--- config.mk ---
export PLATFORM = sky130hd
export DESIGN_NAME = axis_insert_arbiter_flat
export DESIGN_NICKNAME = d
export VERILOG_FILES = /design/src/rtl/axis_insert_pkg.sv /design/src/rtl/axis_insert_arbiter_if.sv /design/src/rtl/axis_insert_arbiter_rr_pick.sv /design/src/rtl/axis_insert_arbiter.sv /design/src/flat_wrapper.sv
export SDC_FILE = /design/constraint.sdc
export NUM_CORES = 1
export LEC_CHECK = 0
export CAP_MARGIN = 10
export CORE_AREA = 2 2 150 152
export DETAILED_ROUTE_END_ITERATION = 12
export DIE_AREA = 0 0 152 154
export SLEW_MARGIN = 20
export SYNTH_ARGS = -nofsm -noshare
export SYNTH_HDL_FRONTEND = slang
export SYNTH_SLANG_ARGS = --single-unit
--- constraint.sdc ---
create_clock -name clk -period 1.68 [get_ports clk]
set_input_delay 0.168 -clock clk [delete_from_list [all_inputs] [get_ports clk]]
set_output_delay 0.168 -clock clk [all_outputs]
set_load 0.1 [all_outputs]
--- src/rtl/axis_insert_pkg.sv ---
// rtl/axis_insert_pkg.sv - shared types and helpers for the insert-path arbiters
package axis_insert_pkg;

    typedef enum logic {
        ST_IDLE = 1'b0,
        ST_BUSY = 1'b1
    } arb_state_e;

    // Index width for a channel count; a single channel still needs one bit
    function automatic int ch_width(input int n);
        return (n > 1) ? $clog2(n) : 1;
    endfunction

endpackage

--- src/rtl/axis_insert_arbiter_if.sv ---
// rtl/axis_insert_arbiter_if.sv - requester-side and inserter-side streams of the insert arbiter
interface axis_insert_arbiter_if #(
    parameter int NUM_CH       = 4,
    parameter int DATA_WD      = 32,
    parameter int DATA_BYTE_WD = DATA_WD / 8
);
    logic [NUM_CH-1:0]              s_hdr_tvalid;
    logic [NUM_CH*DATA_WD-1:0]      s_hdr_tdata;
    logic [NUM_CH*DATA_BYTE_WD-1:0] s_hdr_tkeep;
    logic [NUM_CH-1:0]              s_hdr_tready;
    logic [NUM_CH-1:0]              s_dat_tvalid;
    logic [NUM_CH*DATA_WD-1:0]      s_dat_tdata;
    logic [NUM_CH*DATA_BYTE_WD-1:0] s_dat_tkeep;
    logic [NUM_CH-1:0]              s_dat_tlast;
    logic [NUM_CH-1:0]              s_dat_tready;

    logic                    m_hdr_tvalid;
    logic [DATA_WD-1:0]      m_hdr_tdata;
    logic [DATA_BYTE_WD-1:0] m_hdr_tkeep;
    logic                    m_hdr_tready;
    logic                    m_dat_tvalid;
    logic [DATA_WD-1:0]      m_dat_tdata;
    logic [DATA_BYTE_WD-1:0] m_dat_tkeep;
    logic                    m_dat_tlast;
    logic                    m_dat_tready;

    // Arbiter view: consumes the requester streams, drives the inserter streams
    modport master (
        input  s_hdr_tvalid, s_hdr_tdata, s_hdr_tkeep,
        output s_hdr_tready,
        input  s_dat_tvalid, s_dat_tdata, s_dat_tkeep, s_dat_tlast,
        output s_dat_tready,
        output m_hdr_tvalid, m_hdr_tdata, m_hdr_tkeep,
        input  m_hdr_tready,
        output m_dat_tvalid, m_dat_tdata, m_dat_tkeep, m_dat_tlast,
        input  m_dat_tready
    );

    modport slave (
        output s_hdr_tvalid, s_hdr_tdata, s_hdr_tkeep,
        input  s_hdr_tready,
        output s_dat_tvalid, s_dat_tdata, s_dat_tkeep, s_dat_tlast,
        input  s_dat_tready,
        input  m_hdr_tvalid, m_hdr_tdata, m_hdr_tkeep,
        output m_hdr_tready,
        input  m_dat_tvalid, m_dat_tdata, m_dat_tkeep, m_dat_tlast,
        output m_dat_tready
    );

endinterface

--- src/rtl/axis_insert_arbiter_rr_pick.sv ---
// rtl/axis_insert_arbiter_rr_pick.sv - combinational round-robin picker (rotate, priority-encode, un-rotate)
module rr_pick #(
    parameter int NUM_CH = 4,
    parameter int CH_WD  = 2
) (
    input  logic [NUM_CH-1:0] i_req,
    input  logic [CH_WD-1:0]  i_ptr,
    output logic              o_found,
    output logic [CH_WD-1:0]  o_idx
);

    // Both operands are below NUM_CH, so one conditional subtract is a full modulo
    function automatic logic [CH_WD-1:0] wrap_add(input logic [CH_WD-1:0] a,
                                                  input logic [CH_WD-1:0] b);
        logic [CH_WD:0] s;
        s = {1'b0, a} + {1'b0, b};
        if (s >= (CH_WD+1)'(NUM_CH)) s = s - (CH_WD+1)'(NUM_CH);
        return s[CH_WD-1:0];
    endfunction

    logic [NUM_CH-1:0] w_rot;
    logic [CH_WD-1:0]  w_off;

    always_comb begin
        w_rot = '0;
        for (int k = 0; k < NUM_CH; k++) begin
            w_rot[k] = i_req[wrap_add(i_ptr, CH_WD'(k))];
        end
    end

    always_comb begin
        w_off = '0;
        for (int k = NUM_CH - 1; k >= 0; k--) begin
            if (w_rot[k]) w_off = CH_WD'(k);
        end
    end

    assign o_found = |w_rot;
    assign o_idx   = wrap_add(i_ptr, w_off);

endmodule

--- src/rtl/axis_insert_arbiter.sv ---
// rtl/axis_insert_arbiter.sv - packet-locked round-robin arbiter in front of the header inserter
module axis_insert_arbiter
    import axis_insert_pkg::*;
#(
    parameter int  NUM_CH       = 4,
    parameter int  DATA_WD      = 32,
    parameter int  DATA_BYTE_WD = DATA_WD / 8,
    localparam int CH_WD        = ch_width(NUM_CH)
) (
    input  logic                  clk,
    input  logic                  rst_n,
    axis_insert_arbiter_if.master bus,
    output logic [CH_WD-1:0]      grant_o,
    output logic                  busy_o
);

    arb_state_e       r_state;
    logic [CH_WD-1:0] r_grant;
    logic [CH_WD-1:0] r_rr_ptr;
    logic             r_hdr_sent;

    logic [DATA_WD-1:0]      w_hdr_data [NUM_CH];
    logic [DATA_BYTE_WD-1:0] w_hdr_keep [NUM_CH];
    logic [DATA_WD-1:0]      w_dat_data [NUM_CH];
    logic [DATA_BYTE_WD-1:0] w_dat_keep [NUM_CH];

    logic             w_busy;
    logic             w_found;
    logic [CH_WD-1:0] w_pick;
    logic [CH_WD-1:0] w_next_ptr;
    logic             w_hdr_hs;
    logic             w_dat_hs;
    logic             w_release;
    logic [NUM_CH-1:0] w_hdr_rdy;
    logic [NUM_CH-1:0] w_dat_rdy;

    for (genvar i = 0; i < NUM_CH; i++) begin : g_unpack
        assign w_hdr_data[i] = bus.s_hdr_tdata[i*DATA_WD +: DATA_WD];
        assign w_hdr_keep[i] = bus.s_hdr_tkeep[i*DATA_BYTE_WD +: DATA_BYTE_WD];
        assign w_dat_data[i] = bus.s_dat_tdata[i*DATA_WD +: DATA_WD];
        assign w_dat_keep[i] = bus.s_dat_tkeep[i*DATA_BYTE_WD +: DATA_BYTE_WD];
    end

    rr_pick #(
        .NUM_CH (NUM_CH),
        .CH_WD  (CH_WD)
    ) u_rr_pick (
        .i_req   (bus.s_hdr_tvalid),
        .i_ptr   (r_rr_ptr),
        .o_found (w_found),
        .o_idx   (w_pick)
    );

    assign w_busy = (r_state == ST_BUSY);

    // Payload fields follow the grant even in IDLE; only valid/ready are gated
    assign bus.m_hdr_tvalid = w_busy & bus.s_hdr_tvalid[r_grant] & ~r_hdr_sent;
    assign bus.m_hdr_tdata  = w_hdr_data[r_grant];
    assign bus.m_hdr_tkeep  = w_hdr_keep[r_grant];
    assign bus.m_dat_tvalid = w_busy & bus.s_dat_tvalid[r_grant];
    assign bus.m_dat_tdata  = w_dat_data[r_grant];
    assign bus.m_dat_tkeep  = w_dat_keep[r_grant];
    assign bus.m_dat_tlast  = bus.s_dat_tlast[r_grant];

    always_comb begin
        w_hdr_rdy = '0;
        w_dat_rdy = '0;
        if (w_busy) begin
            w_hdr_rdy[r_grant] = bus.m_hdr_tready & ~r_hdr_sent;
            w_dat_rdy[r_grant] = bus.m_dat_tready;
        end
    end

    assign bus.s_hdr_tready = w_hdr_rdy;
    assign bus.s_dat_tready = w_dat_rdy;

    assign w_hdr_hs   = bus.m_hdr_tvalid & bus.m_hdr_tready;
    assign w_dat_hs   = bus.m_dat_tvalid & bus.m_dat_tready;
    // A last beat only closes the packet once its header has gone (or goes now)
    assign w_release  = w_dat_hs & bus.m_dat_tlast & (r_hdr_sent | w_hdr_hs);
    assign w_next_ptr = (r_grant == CH_WD'(NUM_CH - 1)) ? '0 : r_grant + 1'b1;

    always_ff @(posedge clk or negedge rst_n) begin
        if (!rst_n) begin
            r_state    <= ST_IDLE;
            r_grant    <= '0;
            r_rr_ptr   <= '0;
            r_hdr_sent <= 1'b0;
        end else begin
            case (r_state)
                ST_IDLE: begin
                    if (w_found) begin
                        r_grant    <= w_pick;
                        r_hdr_sent <= 1'b0;
                        r_state    <= ST_BUSY;
                    end
                end
                ST_BUSY: begin
                    if (w_hdr_hs) r_hdr_sent <= 1'b1;
                    if (w_release) begin
                        r_state  <= ST_IDLE;
                        r_rr_ptr <= w_next_ptr;
                    end
                end
                default: r_state <= ST_IDLE;
            endcase
        end
    end

    assign grant_o = r_grant;
    assign busy_o  = w_busy;

endmodule

--- src/flat_wrapper.sv ---
// flat-port wrapper written by rule: the top's interface ports become plain ports
module axis_insert_arbiter_flat import axis_insert_pkg::*;
#(
    parameter int  NUM_CH       = 4,
    parameter int  DATA_WD      = 32,
    parameter int  DATA_BYTE_WD = DATA_WD / 8,
    localparam int CH_WD        = ch_width(NUM_CH)
)
  (clk, rst_n, grant_o, busy_o, bus_s_hdr_tvalid, bus_s_hdr_tdata, bus_s_hdr_tkeep, bus_s_hdr_tready, bus_s_dat_tvalid, bus_s_dat_tdata, bus_s_dat_tkeep, bus_s_dat_tlast, bus_s_dat_tready, bus_m_hdr_tvalid, bus_m_hdr_tdata, bus_m_hdr_tkeep, bus_m_hdr_tready, bus_m_dat_tvalid, bus_m_dat_tdata, bus_m_dat_tkeep, bus_m_dat_tlast, bus_m_dat_tready);
  axis_insert_arbiter_if #(.NUM_CH(NUM_CH), .DATA_WD(DATA_WD), .DATA_BYTE_WD(DATA_BYTE_WD)) bus_i ();
  input  logic clk;
  input  logic rst_n;
  output logic [CH_WD-1:0] grant_o;
  output logic busy_o;
  input wire logic [$bits(bus_i.s_hdr_tvalid)-1:0] bus_s_hdr_tvalid;
  input wire logic [$bits(bus_i.s_hdr_tdata)-1:0] bus_s_hdr_tdata;
  input wire logic [$bits(bus_i.s_hdr_tkeep)-1:0] bus_s_hdr_tkeep;
  output wire logic [$bits(bus_i.s_hdr_tready)-1:0] bus_s_hdr_tready;
  input wire logic [$bits(bus_i.s_dat_tvalid)-1:0] bus_s_dat_tvalid;
  input wire logic [$bits(bus_i.s_dat_tdata)-1:0] bus_s_dat_tdata;
  input wire logic [$bits(bus_i.s_dat_tkeep)-1:0] bus_s_dat_tkeep;
  input wire logic [$bits(bus_i.s_dat_tlast)-1:0] bus_s_dat_tlast;
  output wire logic [$bits(bus_i.s_dat_tready)-1:0] bus_s_dat_tready;
  output wire logic [$bits(bus_i.m_hdr_tvalid)-1:0] bus_m_hdr_tvalid;
  output wire logic [$bits(bus_i.m_hdr_tdata)-1:0] bus_m_hdr_tdata;
  output wire logic [$bits(bus_i.m_hdr_tkeep)-1:0] bus_m_hdr_tkeep;
  input wire logic [$bits(bus_i.m_hdr_tready)-1:0] bus_m_hdr_tready;
  output wire logic [$bits(bus_i.m_dat_tvalid)-1:0] bus_m_dat_tvalid;
  output wire logic [$bits(bus_i.m_dat_tdata)-1:0] bus_m_dat_tdata;
  output wire logic [$bits(bus_i.m_dat_tkeep)-1:0] bus_m_dat_tkeep;
  output wire logic [$bits(bus_i.m_dat_tlast)-1:0] bus_m_dat_tlast;
  input wire logic [$bits(bus_i.m_dat_tready)-1:0] bus_m_dat_tready;
  assign bus_i.s_hdr_tvalid = bus_s_hdr_tvalid;
  assign bus_i.s_hdr_tdata = bus_s_hdr_tdata;
  assign bus_i.s_hdr_tkeep = bus_s_hdr_tkeep;
  assign bus_s_hdr_tready = bus_i.s_hdr_tready;
  assign bus_i.s_dat_tvalid = bus_s_dat_tvalid;
  assign bus_i.s_dat_tdata = bus_s_dat_tdata;
  assign bus_i.s_dat_tkeep = bus_s_dat_tkeep;
  assign bus_i.s_dat_tlast = bus_s_dat_tlast;
  assign bus_s_dat_tready = bus_i.s_dat_tready;
  assign bus_m_hdr_tvalid = bus_i.m_hdr_tvalid;
  assign bus_m_hdr_tdata = bus_i.m_hdr_tdata;
  assign bus_m_hdr_tkeep = bus_i.m_hdr_tkeep;
  assign bus_i.m_hdr_tready = bus_m_hdr_tready;
  assign bus_m_dat_tvalid = bus_i.m_dat_tvalid;
  assign bus_m_dat_tdata = bus_i.m_dat_tdata;
  assign bus_m_dat_tkeep = bus_i.m_dat_tkeep;
  assign bus_m_dat_tlast = bus_i.m_dat_tlast;
  assign bus_i.m_dat_tready = bus_m_dat_tready;
  axis_insert_arbiter #(.NUM_CH(NUM_CH), .DATA_WD(DATA_WD), .DATA_BYTE_WD(DATA_BYTE_WD)) u_core (.clk(clk), .rst_n(rst_n), .bus(bus_i), .grant_o(grant_o), .busy_o(busy_o));
endmodule
==> impl_metrics.yaml, run 1 <==
setup_path:
  worstSetupStartpointType: "flop"
  path_cells: "buf_12, buf_4, mux4_2, buf_12"
  cpMaxStageDelayCell: "mux4_2"
  crit_family: "multiplexers"
  cp_slowest_stage_delay_ns: 0.58
  worstSetupEndpointType: "primary output"
  path_class: "flop to primary output"
  r2r-start: "u_core.grant_o[0]"
  path_max_fanout: 12
  arrival_ns: 1.77
  startpoint: "u_core.grant_o[0]"
  crit_top_cell: "buf_12"
  path_buf_inv: 3
  critPathRequiredTime_ns: 1.51
clock_network:
  htreeDepth: 1
  cts_root_buf: "clkbuf_16"
  cts_sinks: 6
  clk_latency_ns: 0.23
  cts_tree: "done"
  cts_max_path_buffers: 2
  clkTransAtPathRegs_ns: 0.04
  ctsHoldBuffers: 0
  cts_made_buffers: 3
yosys:
  synth_adder_area_share_pct: 2.62
  synth-compound-area-share_pct: 4.81
  syn_nets: 472
  synth_top_family_by_area: "multiplexers"
  yosys.area_share.simple_pct: 7.79
  syn_area_um2: 2390
  synth_cells: 163
  synth-seq-cells: 6
  synthMuxAreaShare_pct: 71.8
  synth_cell_type_count: 33
  yosys.area.top_type: "mux4_2"
  synth.most_common_cell: "mux4_2"
  async_flop_share_pct: 100
  synth_xor_area_share_pct: 0.366
  synth_seq_area_share_pct: 6.28
  yosys_warnings: 0
  synth_ff_type: "dfrtp_1"
  ys_top_cells_by_count: "mux4_2 (73), buf_2 (11), and2_1 (6), dfrtp_1 (6)"
  avgSynthCellArea_um2: 14.7
  netlist.area_leader.share_pct: 68.7
  synth-edff-count: 0
  ys_top_cells_by_area: "mux4_2 (69%), dfrtp_1 (6.3%), ha_1 (2.6%), buf_2 (2.3%), mux2i_1 (2.1%)"
die:
  die-area_um2: 23400
  dieWidth_um: 152
  core-area_um2: 21700
  rows: 54
  die-height_um: 154
  io_pins: 390
  start_util_pct: 11.0
power:
  ir_worst_vdd_mv: 1.49
  p_leak_uw: 0.00310
  power_frac_seq_pct: 2.0
  total_power_uw: 19700
  cellPowerDensity_nw_per_um2: 2400
  clockPowerShare_pct: 2.0
  p_comb_share_pct: 95.9
  power.internal_uw: 8300
  switchingPower_uw: 11400
  swShare_pct: 58.0
finish:
  fin_util_pct: 38.0
  instances_no_fill: 868
  syn_to_final_growth_pct: 244
  antenna_cells: 0
  drive_above_1_share_pct: 43.0
  fin_nets: 898
sta:
  hold_viol_final: 0
  slew_headroom_pct: 76.4
  fin_skew_ns: 0.00201
  fmax_mhz: 517
  rsz0062_at_grt: "true"
  slew_violations: 0
  worst_slew_pin_slew_ns: 0.348
  finalWorstSetupSlack_ns: -0.255
  min_period_ns: 1.94
  fin_crit_sh_pct: 115
  setup_viol: 86
detailed_routing:
  drt_iter0_markers: 199
  wl_per_cell_um: 22.6
  avgViaCountPerCell: 4.12
  drc: 0
  num_vias: 3579
  routed_wl_um: 19600
  dr.pass1.iters: 4
  ant_nets: 0
global_routing:
  grt_max_degree: 20
  grt_pass1_vias: 4060
  grt.overflow.total: 0
  grt_pass1_wl_um: 28000
  antenna_found_initial: 4
  grt_usage_pct: 15.9
status:
  status: "finished, violations left"
  failed_checks: "setup timing"
hold_path:
  hold_class: "input pin to asynchronous set/reset pin"
place:
  dp_hpwl_um: 17500
  gp_congestion: 0.963
  dpl.cell_count: 850
  port_buffers: 389
flow_run:
  maxCapViolCount: 0
## sequential cells by signal, indices dropped and copies added, names as in the netlist
name and cells:
u_core.r_hdr_sent 1, u_core.r_rr_ptr 2, u_core.busy_o 1, u_core.grant_o 2
## stage by stage
stage               hold slack [ns]  setup TNS [ns]  setup slack [ns]  area (um^2)
global route                  0.209          -20.17            -0.282         8240
global placement              0.435           -1.07            -0.288         7860
finish                        0.202          -15.98            -0.255         8240
floorplan                    -0.128          -29.28            -0.844         2550
detailed placement            0.446           -1.80            -0.366         7860
CTS                           0.204          -18.01            -0.271         8110
## power by group through the flow
stage	Combinational [uW]	Sequential, uW	Clock (uW)
finish	18900	403	403
global route	19400	423	417
CTS	18800	423	409
detailed placement	18400	409	0
global placement	18300	403	0
floorplan	11200	542	0
## cell usage in the layout (no fill, tap or decap), types with 4 or more instances in the layout
| cell | synthesis | layout |
|---|---|---|
| nor2_1 | 5 | 5 |
| and3_4 | 0 | 4 |
| buf_12 | 0 | 93 |
| ha_4 | 0 | 4 |
| mux4_2 | 73 | 73 |
| and2_4 | 0 | 6 |
| nand2_1 | 5 | 4 |
| buf_4 | 5 | 28 |
| buf_6 | 4 | 12 |
| clkdlybuf4s50_1 | 0 | 301 |
| clkbuf_16 | 0 | 4 |
## cell families (layout without fill, tap and decap cells)
| kind of cell | after synthesis | in the layout |
|---|---|---|
| AOI/OAI and AO/OA | 14 | 14 |
| xor gates and xnor gates | 1 | 1 |
| adders and majority gates | 5 | 5 |
| buffers and inverters | 24 | 449 |
| DFF | 6 | 6 |
| muxes | 80 | 80 |
| and+or+nand+nor | 33 | 33 |
## worst register-to-register path, stage by stage, from the launching register on
cell and delay, ns:
dfrtp_4 0.43, buf_12 0.17, mux4_2 0.54, buf_6 0.14, o221ai_4 0.08, mux2_4 0.33
## layout make-up
class                           count  area, um^2
Timing Repair Buffer              441        5340
Multi-Input combinational cell    133        2280
Tap cell                          280         350
Clock buffer                        4        78.8
Inverter                            4        31.3
Sequential cell                     6         163
Fill cell                        2046       13400
## path summary, 6_finish.rpt
check | cells past startpoint | endpoint | slack (ns)
min in group clk | 1 | u_core.r_rr_ptr[0] | 0.68
worst min register to register | 1 | u_core.r_rr_ptr[0] | 0.68
worst max-delay path | 4 | bus_m_dat_tdata[24] | -0.26
worst max register to register | 5 | u_core.r_rr_ptr[1] | -0.13
max in group asynchronous | 1 | u_core.busy_o | 1.21
worst min-delay path | 1 | u_core.grant_o[0] | 0.20
## what timing repair did
| action | 4_1_cts | 5_1_grt |
|---|---|---|
| endpoints found under the setup margin | 86 | 87 |
| pin swaps | 6 | 4 |
| gates cloned | 0 | 1 |
| buffers inserted | 6 | 7 |
| hold endpoints to repair | 0 | 0 |
| resized for setup | 31 | 12 |
## layer usage
layer | part of all wire (%) | vias up | GRT usage [%]
met5 | 0.21 | - | 0
met4 | 2.7 | 6 | 4.41
li1 | - | 1589 | -
met2 | 53 | 191 | 28.9
met1 | 37 | 1758 | 18.1
met3 | 7.4 | 35 | 4.48
(Power assumes the default switching activity.)
==> inputs of run 2 (changes only) <==
Settings changed: CORE_AREA 2 2 150 152 to 2 2 151 153, CTS_BUF_LIST set to sky130_fd_sc_hd__clkbuf_4, DIE_AREA 0 0 152 154 to 0 0 153 155.
==> run 2 against run 1 <==
Against the previous run:
- the flow still finishes with violations (setup timing)
- register-to-register slack got worse by 0.06 ns
- global-route usage shrank 1.5 points
- critical path type unchanged
- highest routed layer unchanged
- largest power group unchanged
- worst setup slack worse by 0.021 ns
- via count shrank 1.7%
- die area is 1.3% higher
- total power down 2.4%
- design area shrank 1.3%
- sequential cell count stayed put
- combinational power barely moved
- sequential share of layout area barely moved
- critical path depth increased by 1
==> impl_metrics.yaml, run 2 (synthesis results as in run 1) <==
die:
  core-area_um2: 22200
  start_util_pct: 10.8
  dieWidth_um: 153
  die-height_um: 155
  io_pins: 390
  die-area_um2: 23700
  rows: 55
clock_network:
  cts_max_path_buffers: 2
  ctsHoldBuffers: 0
  cts_sinks: 6
  htreeDepth: 1
  clk_latency_ns: 0.26
  cts_tree: "done"
  cts_root_buf: "clkbuf_4"
  cts_made_buffers: 3
  clkTransAtPathRegs_ns: 0.05
power:
  cellPowerDensity_nw_per_um2: 2370
  total_power_uw: 19300
  power.internal_uw: 8000
  ir_worst_vdd_mv: 1.05
  swShare_pct: 58.5
  p_comb_share_pct: 97.2
  p_leak_uw: 0.00307
  power_frac_seq_pct: 1.9
  clockPowerShare_pct: 0.9
  switchingPower_uw: 11300
finish:
  fin_nets: 897
  syn_to_final_growth_pct: 240
  final_common_cell: "clkdlybuf4s50_1"
  fin_area_um2: 8130
  drive_above_1_share_pct: 42.1
  layout_common_cells: "clkdlybuf4s50_1 (303), buf_12 (95), mux4_2 (73)"
  fin_util_pct: 36.6
setup_path:
  critPathRequiredTime_ns: 1.51
  path_max_fanout: 4
  path_class: "flop to primary output"
  worstSetupEndpointType: "primary output"
  worstSetupStartpointType: "flop"
  arrival_ns: 1.79
global_routing:
  antenna_found_initial: 7
  grt_pass1_vias: 3810
  grt_usage_pct: 14.3
  grt_pass1_wl_um: 25400
  grt_max_degree: 31
  grt.overflow.total: 0
sta:
  finalWorstSetupSlack_ns: -0.276
  fin_skew_ns: 0.00762
  setup_viol: 86
  slew_violations: 0
  fmax_mhz: 511
  whs_ns: 0.148
  min_period_ns: 1.96
  worst_slew_pin_slew_ns: 0.361
  rsz0062_at_grt: "true"
  hold_viol_final: 0
  slew_headroom_pct: 75.7
  fin_crit_sh_pct: 116
detailed_routing:
  num_vias: 3519
  ant_nets: 0
  drc: 0
  avgViaCountPerCell: 4.01
  drt_iter0_markers: 100
  dr.pass1.iters: 4
  wl_per_cell_um: 20.5
  routed_wl_um: 18000
place:
  placed_area_um2: 7870
  gp_congestion: 0.851
  pre_cts_ws_ns: -0.312
  port_buffers: 389
  dp_hpwl_um: 16000
status:
  failed_checks: "setup timing"
  status: "finished, violations left"
hold_path:
  hold_class: "input pin to asynchronous set/reset pin"
flow_run:
  maxCapViolCount: 0
[run 2: layout make-up]
class	instances	area [um^2]
clock buffer	4	30.0
multi-input combinational	133	2240
antenna	5	12.5
fill	2140	14100
sequential	6	163
tap	285	357
inverter	4	17.5
timing repair buffer	440	5320
[run 2: worst paths after layout]
kind                              startpoint                  to  slack (ns)  cells after the start
setup / recovery           u_core.grant_o[0]    bus_m_dat_tvalid       -0.28                      5
hold / removal                         rst_n       u_core.busy_o        0.15                      1
setup reg to reg           u_core.grant_o[0]  u_core.r_rr_ptr[1]       -0.19                      6
hold reg to reg                u_core.busy_o       u_core.busy_o        0.66                      2
max in group asynchronous              rst_n   u_core.grant_o[1]        1.28                      1
min in group clk               u_core.busy_o       u_core.busy_o        0.66                      2
[run 2: critical path: stages (launching register included)]
cell	delay, ns
dfrtp_4	0.51
buf_4	0.15
buf_6	0.12
mux4_2	0.43
and2_4	0.16
buf_12	0.16
[run 2: power groups by stage]
stage	logic, uW	registers, uW	clock network (uW)
after floorplan	11200	542	0
after CTS	18700	368	169
after global routing	19300	386	185
after global placement	18300	395	0
final	18700	369	170
after detailed placement	18300	405	0
[run 2: layer usage]
layer,vias to the layer above,global-route usage [%],share of wire [%]
li1,1593,-,-
met1,1741,18.0,40
met2,171,23.2,48
met3,12,5.79,9.9
met4,2,3.17,1.5
met5,-,0,0.072
[run 2: stage by stage]
stage	cells	TNS (ns)
final	877	-18.54
after global routing	875	-23.20
after detailed placement	853	-1.44
after global placement	853	-1.01
after CTS	866	-20.01
after floorplan	163	-29.28
[run 2: repair_timing]
action	4_1_cts	5_1_grt
cloned	1	1
hold endpoints to repair	0	0
buffers inserted	9	5
pin swaps	2	0
gates resized for setup	17	3
endpoints found under the setup margin	86	87
